$ cat src/rtl/mult8_seq_ctrl_pkg.sv
// Shared types and constants for the sequential 8x8 multiplier.
package mult8_seq_ctrl_pkg;

  localparam int unsigned OPW   = 8;
  localparam int unsigned NIBW  = 4;
  localparam int unsigned PRODW = 16;

  typedef enum logic [1:0] {
    StIdle = 2'd0,
    StStep = 2'd1,
    StDone = 2'd2
  } state_e;

  // Left shift applied to the partial product of step k (index = k).
  localparam logic [3:0][3:0] StepShift = {4'd8, 4'd4, 4'd4, 4'd0};

endpackage

$ cat src/rtl/wallace_Multiplier.sv
// 4x4 unsigned combinational multiplier: partial-product rows reduced by adders.
module wallace_Multiplier (
  input  logic [3:0] a,
  input  logic [3:0] b,
  output logic [7:0] product
);

  logic [7:0] row0, row1, row2, row3;

  // Gate each shifted multiplicand row by one multiplier bit, then sum.
  always_comb begin
    row0    = b[0] ? {4'b0000, a}        : 8'h00;
    row1    = b[1] ? {3'b000, a, 1'b0}   : 8'h00;
    row2    = b[2] ? {2'b00, a, 2'b00}   : 8'h00;
    row3    = b[3] ? {1'b0, a, 3'b000}   : 8'h00;
    product = (row0 + row1) + (row2 + row3);
  end

endmodule

$ cat src/rtl/mult8_seq_ctrl.sv
// Sequential 8x8 multiplier: one 4x4 multiplier time-shared over four steps.
// Optional macro MULT_SIGNED_EN adds the sgn port for two's-complement operands.
module mult8_seq_ctrl
  import mult8_seq_ctrl_pkg::*;
(
  input  logic             clk,
  input  logic             rst,
  input  logic             in_valid,
  output logic             in_ready,
  input  logic [OPW-1:0]   a,
  input  logic [OPW-1:0]   b,
`ifdef MULT_SIGNED_EN
  input  logic             sgn,
`endif
  output logic             out_valid,
  input  logic             out_ready,
  output logic [PRODW-1:0] product,
  output logic             busy
);

  state_e           state_q, state_d;
  logic [1:0]       k_q;
  logic [OPW-1:0]   a_q, b_q;
  logic [PRODW-1:0] acc_q;
  logic             neg_q;

  logic             accept;
  logic [OPW-1:0]   a_in, b_in;
  logic             neg_in;
  logic [NIBW-1:0]  nib_a, nib_b;
  logic [7:0]       pp;
  logic [PRODW-1:0] pp_sh;

  // Operand conditioning at acceptance: magnitudes plus result sign when signed.
`ifdef MULT_SIGNED_EN
  always_comb begin
    a_in   = (sgn && a[OPW-1]) ? (~a + 8'd1) : a;
    b_in   = (sgn && b[OPW-1]) ? (~b + 8'd1) : b;
    neg_in = sgn & (a[OPW-1] ^ b[OPW-1]);
  end
`else
  always_comb begin
    a_in   = a;
    b_in   = b;
    neg_in = 1'b0;
  end
`endif

  assign accept = in_valid && in_ready;

  // Nibble selection in front of the shared 4x4 multiplier.
  always_comb begin
    nib_a = a_q[3:0];
    nib_b = b_q[3:0];
    unique case (k_q)
      2'd0: begin nib_a = a_q[3:0]; nib_b = b_q[3:0]; end
      2'd1: begin nib_a = a_q[7:4]; nib_b = b_q[3:0]; end
      2'd2: begin nib_a = a_q[3:0]; nib_b = b_q[7:4]; end
      2'd3: begin nib_a = a_q[7:4]; nib_b = b_q[7:4]; end
      default: ;
    endcase
  end

  wallace_Multiplier u_mult (
    .a       (nib_a),
    .b       (nib_b),
    .product (pp)
  );

  assign pp_sh = {8'h00, pp} << StepShift[k_q];

  // Next-state logic and outputs decoded from the current state.
  always_comb begin
    state_d   = state_q;
    in_ready  = 1'b0;
    out_valid = 1'b0;
    product   = '0;
    unique case (state_q)
      StIdle: begin
        in_ready = 1'b1;
        if (in_valid) state_d = StStep;
      end
      StStep: begin
        if (k_q == 2'd3) state_d = StDone;
      end
      StDone: begin
        out_valid = 1'b1;
        product   = neg_q ? (~acc_q + 16'd1) : acc_q;
        if (out_ready) state_d = StIdle;
      end
      default: state_d = StIdle;
    endcase
  end

  assign busy = (state_q != StIdle);

  // State register.
  always_ff @(posedge clk) begin
    if (rst) state_q <= StIdle;
    else     state_q <= state_d;
  end

  // Datapath: capture operands on acceptance, accumulate one partial product per step.
  always_ff @(posedge clk) begin
    if (rst) begin
      k_q   <= 2'd0;
      a_q   <= '0;
      b_q   <= '0;
      acc_q <= '0;
      neg_q <= 1'b0;
    end else if (accept) begin
      k_q   <= 2'd0;
      a_q   <= a_in;
      b_q   <= b_in;
      acc_q <= '0;
      neg_q <= neg_in;
    end else if (state_q == StStep) begin
      k_q   <= k_q + 2'd1;
      acc_q <= acc_q + pp_sh;
    end
  end

endmodule

$ cat config.mk
export PLATFORM = sky130hd
export DESIGN_NAME = mult8_seq_ctrl
export DESIGN_NICKNAME = d
export VERILOG_FILES = /design/src/rtl/mult8_seq_ctrl_pkg.sv /design/src/rtl/wallace_Multiplier.sv /design/src/rtl/mult8_seq_ctrl.sv
export SDC_FILE = /design/constraint.sdc
export NUM_CORES = 1
export LEC_CHECK = 0
export ABC_AREA = 1
export BUFFER_PORTS_ARGS = -buffer_cell sky130_fd_sc_hd__buf_4
export CAP_MARGIN = 0
export CORE_MARGIN = 2
export CORE_UTILIZATION = 30
export DETAILED_ROUTE_END_ITERATION = 12
export SETUP_SLACK_MARGIN = 0.05
export SLEW_MARGIN = 10
export SYNTH_ARGS = -nofsm -noshare
export SYNTH_HDL_FRONTEND = slang
export SYNTH_HIERARCHICAL = 1
export SYNTH_SLANG_ARGS = --single-unit
$ cat constraint.sdc
create_clock -name clk -period 4.45 [get_ports clk]
set_input_delay 1.335 -clock clk [delete_from_list [all_inputs] [get_ports clk]]
set_output_delay 1.335 -clock clk [all_outputs]
set_load 0.02 [all_outputs]
=== Word level (Yosys, flattened, before mapping) ===
Cells that the tools add are included.

* Flip-flop bits (word level): 36
* Logic and storage cells: 45
* Output and inout bits: 19

* Magnitude comparators: 1
* Reduce and logical (&&, ||, !) cells: 10
* Mux-type cells: 15
* Eq/ne operators: 8
* Shift-type cells: 1
* Add/subtract/negate cells: 5

{| class="wikitable"
|+ Operators with widths
! operator !! count
|-
| $add 8x8->8 || 3
|-
| $add 16x16->16 || 1
|-
| $mux 16 || 1
|-
| $pmux 4 s2 || 2
|-
| $shl 8x4->16 || 1
|-
| $reduce_or 2->1 || 5
|-
| $bmux 4 s2 || 1
|-
| $mux 4 || 2
|-
| $mux 7 || 1
|-
| $eq 2x2->1 const B || 3
|-
| $mux 2 || 3
|-
| $mux 6 || 1
|-
| $ne 2x2->1 const B || 3
|-
| $pmux 2 s3 || 1
|-
| $mux 5 || 1
|-
| $eq 2x1->1 const B || 2
|-
| $logic_not 2->1 || 2
|-
| $lt 2x3->1 const B || 1
|-
| $reduce_and 3->1 || 1
|-
| $add 2x1->2 const B || 1
|-
| $mux 1 || 2
|-
| $reduce_bool 2->1 || 1
|-
| $logic_and 1x1->1 || 1
|}

=== Logic depth before layout (Yosys ltp) ===
* Word-level depth: 8
* Depth in mapped cells: 31

=== Cells and area by module ===
The synthesis kept the hierarchy.

{| class="wikitable"
|+ By module, submodules not included
! module !! times used !! cells each !! area each (um^2)
|-
| mult8_seq_ctrl || 1 || 431 || 2697.6
|-
| wallace_Multiplier || 1 || 66 || 432.9
|}

=== Least setup slack after synthesis ===
OpenSTA, ideal clock, no wires.

* Path type: flip-flop to flip-flop
* From: register k_q[0]
* To: register acc_q[13]
* Period minus slack after synthesis: 4.619 ns
* Cell stages (with the launch flop): 30
* Path slack: -0.169 ns
* Required time: 4.341 ns
* Data arrival time: 4.510 ns
* Path buffers: 0
* Setup time: 0.109 ns
* Cells stage by stage: dfxtp_1 -> ha_1 -> nor2_1 -> mux2_2 -> nand2_1 -> inv_1 -> fa_1 -> inv_1 -> fa_1 -> inv_1 -> ha_1 -> fa_1 -> nand2_1 -> nand3_1 -> nand3_1 -> nand2_1 -> nand2_1 -> o21ai_0 -> inv_1 -> nor2_1 -> ha_1 -> nand2_1 -> inv_1 -> nand2_1 -> nor3_1 -> nand2_1 -> nand3_1 -> nand3_1 -> nand2_1 -> inv_1

* Longest elaborated chain between the ends: 8

{| class="wikitable"
|+ Ends and longest elaborated chain
! what !! RTL line !! text
|-
| from (decl) || mult8_seq_ctrl.sv:22 || <nowiki>logic [1:0] k_q;</nowiki>
|-
| from (signal assigned) || mult8_seq_ctrl.sv:118 || <nowiki>k_q <= k_q + 2'd1;</nowiki>
|-
| $eq 2x2->1 (tied with other cells) || mult8_seq_ctrl.sv:55 || <nowiki>unique case (k_q)</nowiki>
|-
| $reduce_or 2->1 (no source line) || n/a ||
|-
| $pmux 4 s2 * || mult8_seq_ctrl.sv:55 ||
|-
| net nib_b[0] || mult8_seq_ctrl.sv:30 || <nowiki>logic [NIBW-1:0] nib_a, nib_b;</nowiki>
|-
| $mux 4 * || wallace_Multiplier.sv:12 || <nowiki>row0 = b[0] ? {4'b0000, a} : 8'h00;</nowiki>
|-
| $add 8x8->8 * (2 in series) || wallace_Multiplier.sv:16 || <nowiki>product = (row0 + row1) + (row2 + row3);</nowiki>
|-
| net pp[7] || mult8_seq_ctrl.sv:31 || <nowiki>logic [7:0] pp;</nowiki>
|-
| $shl 8x4->16 * || mult8_seq_ctrl.sv:70 || <nowiki>assign pp_sh = {8'h00, pp} << StepShift[k_q];</nowiki>
|-
| $add 16x16->16 * || mult8_seq_ctrl.sv:119 || <nowiki>acc_q <= acc_q + pp_sh;</nowiki>
|-
| to (signal assigned) || mult8_seq_ctrl.sv:119 ||
|-
| to (decl) || mult8_seq_ctrl.sv:24 || <nowiki>logic [PRODW-1:0] acc_q;</nowiki>
|}

The timed path passes the listed nets; every way through them passes the cells marked *. The select of a mux whose other input is x is not followed.
A chain may end at the register's enable or synchronous reset.

=== Worst setup path in the final report ===
* From: register k_q[1]
* To: register acc_q[11]

* Longest elaborated chain between the ends: 8

{| class="wikitable"
|+ Ends and longest elaborated chain
! what !! RTL line
|-
| $eq 2x2->1 (tied with other cells) || mult8_seq_ctrl.sv:55
|-
| $reduce_or 2->1 (no source line) || n/a
|-
| $pmux 4 s2 * || mult8_seq_ctrl.sv:55
|-
| net nib_a[3] || mult8_seq_ctrl.sv:30
|-
| $mux 4 (tied with other cells) || wallace_Multiplier.sv:12
|-
| $add 8x8->8 || wallace_Multiplier.sv:16
|-
| $add 8x8->8 * || wallace_Multiplier.sv:16
|-
| net pp[5] || mult8_seq_ctrl.sv:31
|-
| $shl 8x4->16 * || mult8_seq_ctrl.sv:70
|-
| $add 16x16->16 * || mult8_seq_ctrl.sv:119
|}

Marked as above.

==> summary.txt <==
Layout
  • Layout Nets: 617
  • Layout fillers: 1074
  • Non-Filler Instances: 700
  • Layout cells sized above 1: 28.5%
  • Most frequent cells in the layout: nand2_1 (136), inv_1 (90), buf_4 (70)
  • Most common cell after layout, fill and taps aside: nand2_1
  • Area growth from synthesis to layout: 32.3%
  • Final Instance Area: 4140 um2
  • N_diodes: 0

Clocking
  • Clock Tree Buf Depth: 2
  • Worst skew pair latency: 0.30 ns
  • H-tree Lvls: 2
  • CTS tree: built
  • Clock slew at reported path FFs: 0.08 ns
  • Clock root cell: clkbuf_8
  • Cts hold-fix bufs: 0
  • CTS Sinks: 36
  • Cts bufs inserted: 5

Synth
  • YS warnings: 6
  • Mux contribution to synthesized area: 3.84%
  • Main combinational cell family by area after synthesis: simple AND/OR/NAND/NOR gates
  • Cells after Synth: 497
  • Ranking of synthesized cells by area: dfxtp_1 (23%), nand2_1 (19%), inv_1 (12%)
  • Cell taking the most area after synthesis: dfxtp_1
  • Post-synthesis simple-gate area fraction: 33.0%
  • Netlist cell types: 32
  • Net Count, Synth: 551
  • Area share of the largest cell type after synthesis: 23.0%
  • Register area share after synthesis: 23.0%
  • Post-Syn Area: 3130 um2
  • Post-Synth XOR/XNOR Area: 1.40%
  • Avg Cell Area, Syn: 6.30 um2
  • Compound-Gate Fraction of Synth Area: 9.39%
  • Adder-cell share of the synthesized area: 15.0%
  • Yosys reg bits: 36

Timing
  • RSZ-0062 raised after global routing: true
  • Worst hold margin: 0.469 ns
  • Slew margin rel.: 52.0%
  • Slew Viols, Final: 0
  • Setup WS post-layout: -0.140 ns
  • Final setup fails: 10
  • Fin. Hold Viols: 0
  • Slew @ Worst Pin: 0.719 ns
  • Worst Skew: 0.0108 ns
  • Fmax: 218 MHz
  • Fin crit period: 4.59 ns
  • Final cycle utilization of the critical path: 103%

Floorplanning
  • Row cnt: 37
  • Chip Width: 106 um
  • Core area: 10200 um2
  • Vert. Die Dim: 106 um
  • Full die area: 11300 um2
  • Starting Density: 30.6%
  • IO Pins: 39

Placed design
  • Number of I/O port buffers: 38
  • Pre-CTS setup slack: -0.482 ns
  • DP HPWL: 6360 um
  • Gpl congestion: 0.920
  • Placed cell area: 3710 um2
  • Dpl cells: 680

Drt
  • WL final: 8200 um
  • Routed via count: 3149
  • Antenna-violating nets left: 0
  • Initial drt markers: 125
  • # DRC: 0
  • First drt pass iteration count: 5
  • WL/cell: 11.7 um
  • Via density per instance: 4.50

Power
  • Final Power: 0.794 mW
  • Worst-case vdd ir drop: 0.104 mV
  • P per Cell Area: 192 nW/um2
  • Leakage: 2.18 nW

Global route
  • Met2 usage: 28.2%
  • GRT Total Usage: 15.3%
  • GRT met3 Usage: 2.33%
  • Initial antenna violation count: 0
  • Total congestion overflow: 0
  • First-pass GRT wire length: 14000 um
  • Vias in the first global route: 3142
  • Met1 Usage GRT: 18.2%
  • Largest net degree at the start of global routing: 22
  • Global routing's busiest layer: met2

Run status
  • Failing checks: setup timing
  • Status: complete, but fails checks

Critical path
  • Most used cell, CP: nand2_2
  • Crit-path slowest cell: fa_1
  • Crit start category: register
  • Delay-heaviest family, CP: adder cells
  • CP required: 4.65 ns
  • Critical path peak fanout: 4
  • Max incr delay on CP: 0.52 ns
  • Data arrival, critical path: 4.79 ns
  • Setup CP Type: reg2reg
  • Bufs and invs on worst path: 7
  • Crit. End Element: register

Run
  • Max-cap viol count: 0

Hold path
  • Hold Crit Class: reg2reg
synthesized netlist by cell type:
library cell and instances:
a21oi_1 37, a21oi_2 7, and2_1 1, buf_2 4
buf_4 3, buf_6 1, clkbuf_1 3, dfxtp_1 36
fa_1 6, ha_1 28, inv_1 98, inv_2 2
inv_6 1, mux2_2 8, mux2i_1 3, nand2_1 162
nand2_2 1, nand2_8 1, nand3_1 29, nand3b_1 2
nand4_1 2, nor2_1 41, nor2_4 1, nor2_8 1
nor3_1 3, o211ai_1 3, o21ai_0 5, or2_0 1
or2_1 1, or2_2 1, xnor2_1 3, xor2_1 2
sequential cells by signal, summed over array words and instances (netlist names):
register	flops
a_q	8
acc_q	16
b_q	8
k_q	2
state_q	2
cell type report:
| class | count | area [um2] | share of cell area [%] |
|---|---|---|---|
| clock inverters | 1 | 7.51 | 0.181 |
| inverters | 101 | 384 | 9.27 |
| flip-flops and latches | 36 | 728 | 17.6 |
| repair buffers | 70 | 526 | 12.7 |
| well taps | 136 | 170 | 4.11 |
| multi-input cells | 349 | 2240 | 54.1 |
| clock buffers | 7 | 86.3 | 2.08 |
cells by family after synthesis:
group / after synthesis
fa+ha+maj: 34
mux: 11
buf+inv: 112
simple gates: 247
flops: 36
xor+xnor: 5
compound gates: 52
repair_timing:
| item | CTS | global route |
|---|---|---|
| gates resized for setup | 52 | 14 |
| buffers inserted | 10 | 2 |
| pin swaps | 35 | 17 |
| endpoints found under the setup margin | 12 | 12 |
| cloned | 0 | 0 |
worst register-to-register path: cells and delay by family, from the launching register on:
kind / cells / cell delay [ns]
AO/OA/AOI/OAI: 1 / 0.15
adder cells (fa/ha/maj): 6 / 1.94
AND/OR/NAND/NOR: 10 / 0.95
flip-flops: 1 / 0.40
XOR/XNOR: 1 / 0.18
buffers and inverters: 7 / 0.46
multiplexers: 2 / 0.43
report_power, final:
part           internal [mW]  switching (mW)  leakage, nW  total (mW)
combinational         0.0835           0.101         1.84       0.184
sequential             0.339          0.0131        0.296       0.352
clock                  0.126           0.131       0.0445       0.257
final timing paths:
check | cells past startpoint | slack, ns | endpoint | from
max | 27 | -0.14 | acc_q[11] | k_q[1]
min | 2 | 0.47 | b_q[2] | b_q[2]
max reg2reg | 27 | -0.14 | acc_q[11] | k_q[1]
min reg2reg | 2 | 0.47 | b_q[2] | b_q[2]
per-stage QoR:
stage               setup TNS [ns]  utilization (%)
floorplan                        0                -
global placement             -2.69             36.3
detailed placement           -3.76             36.3
CTS                         -0.880             39.8
global route                 -3.77             40.5
finish                      -0.991             40.5
metal layers:
layer / share of wire, % / wire, um
met5: 0 / 0
met4: 1.3 / 110
met3: 3.3 / 271
met2: 50 / 4110
met1: 45 / 3700
Power figures use the tool's default switching activity.
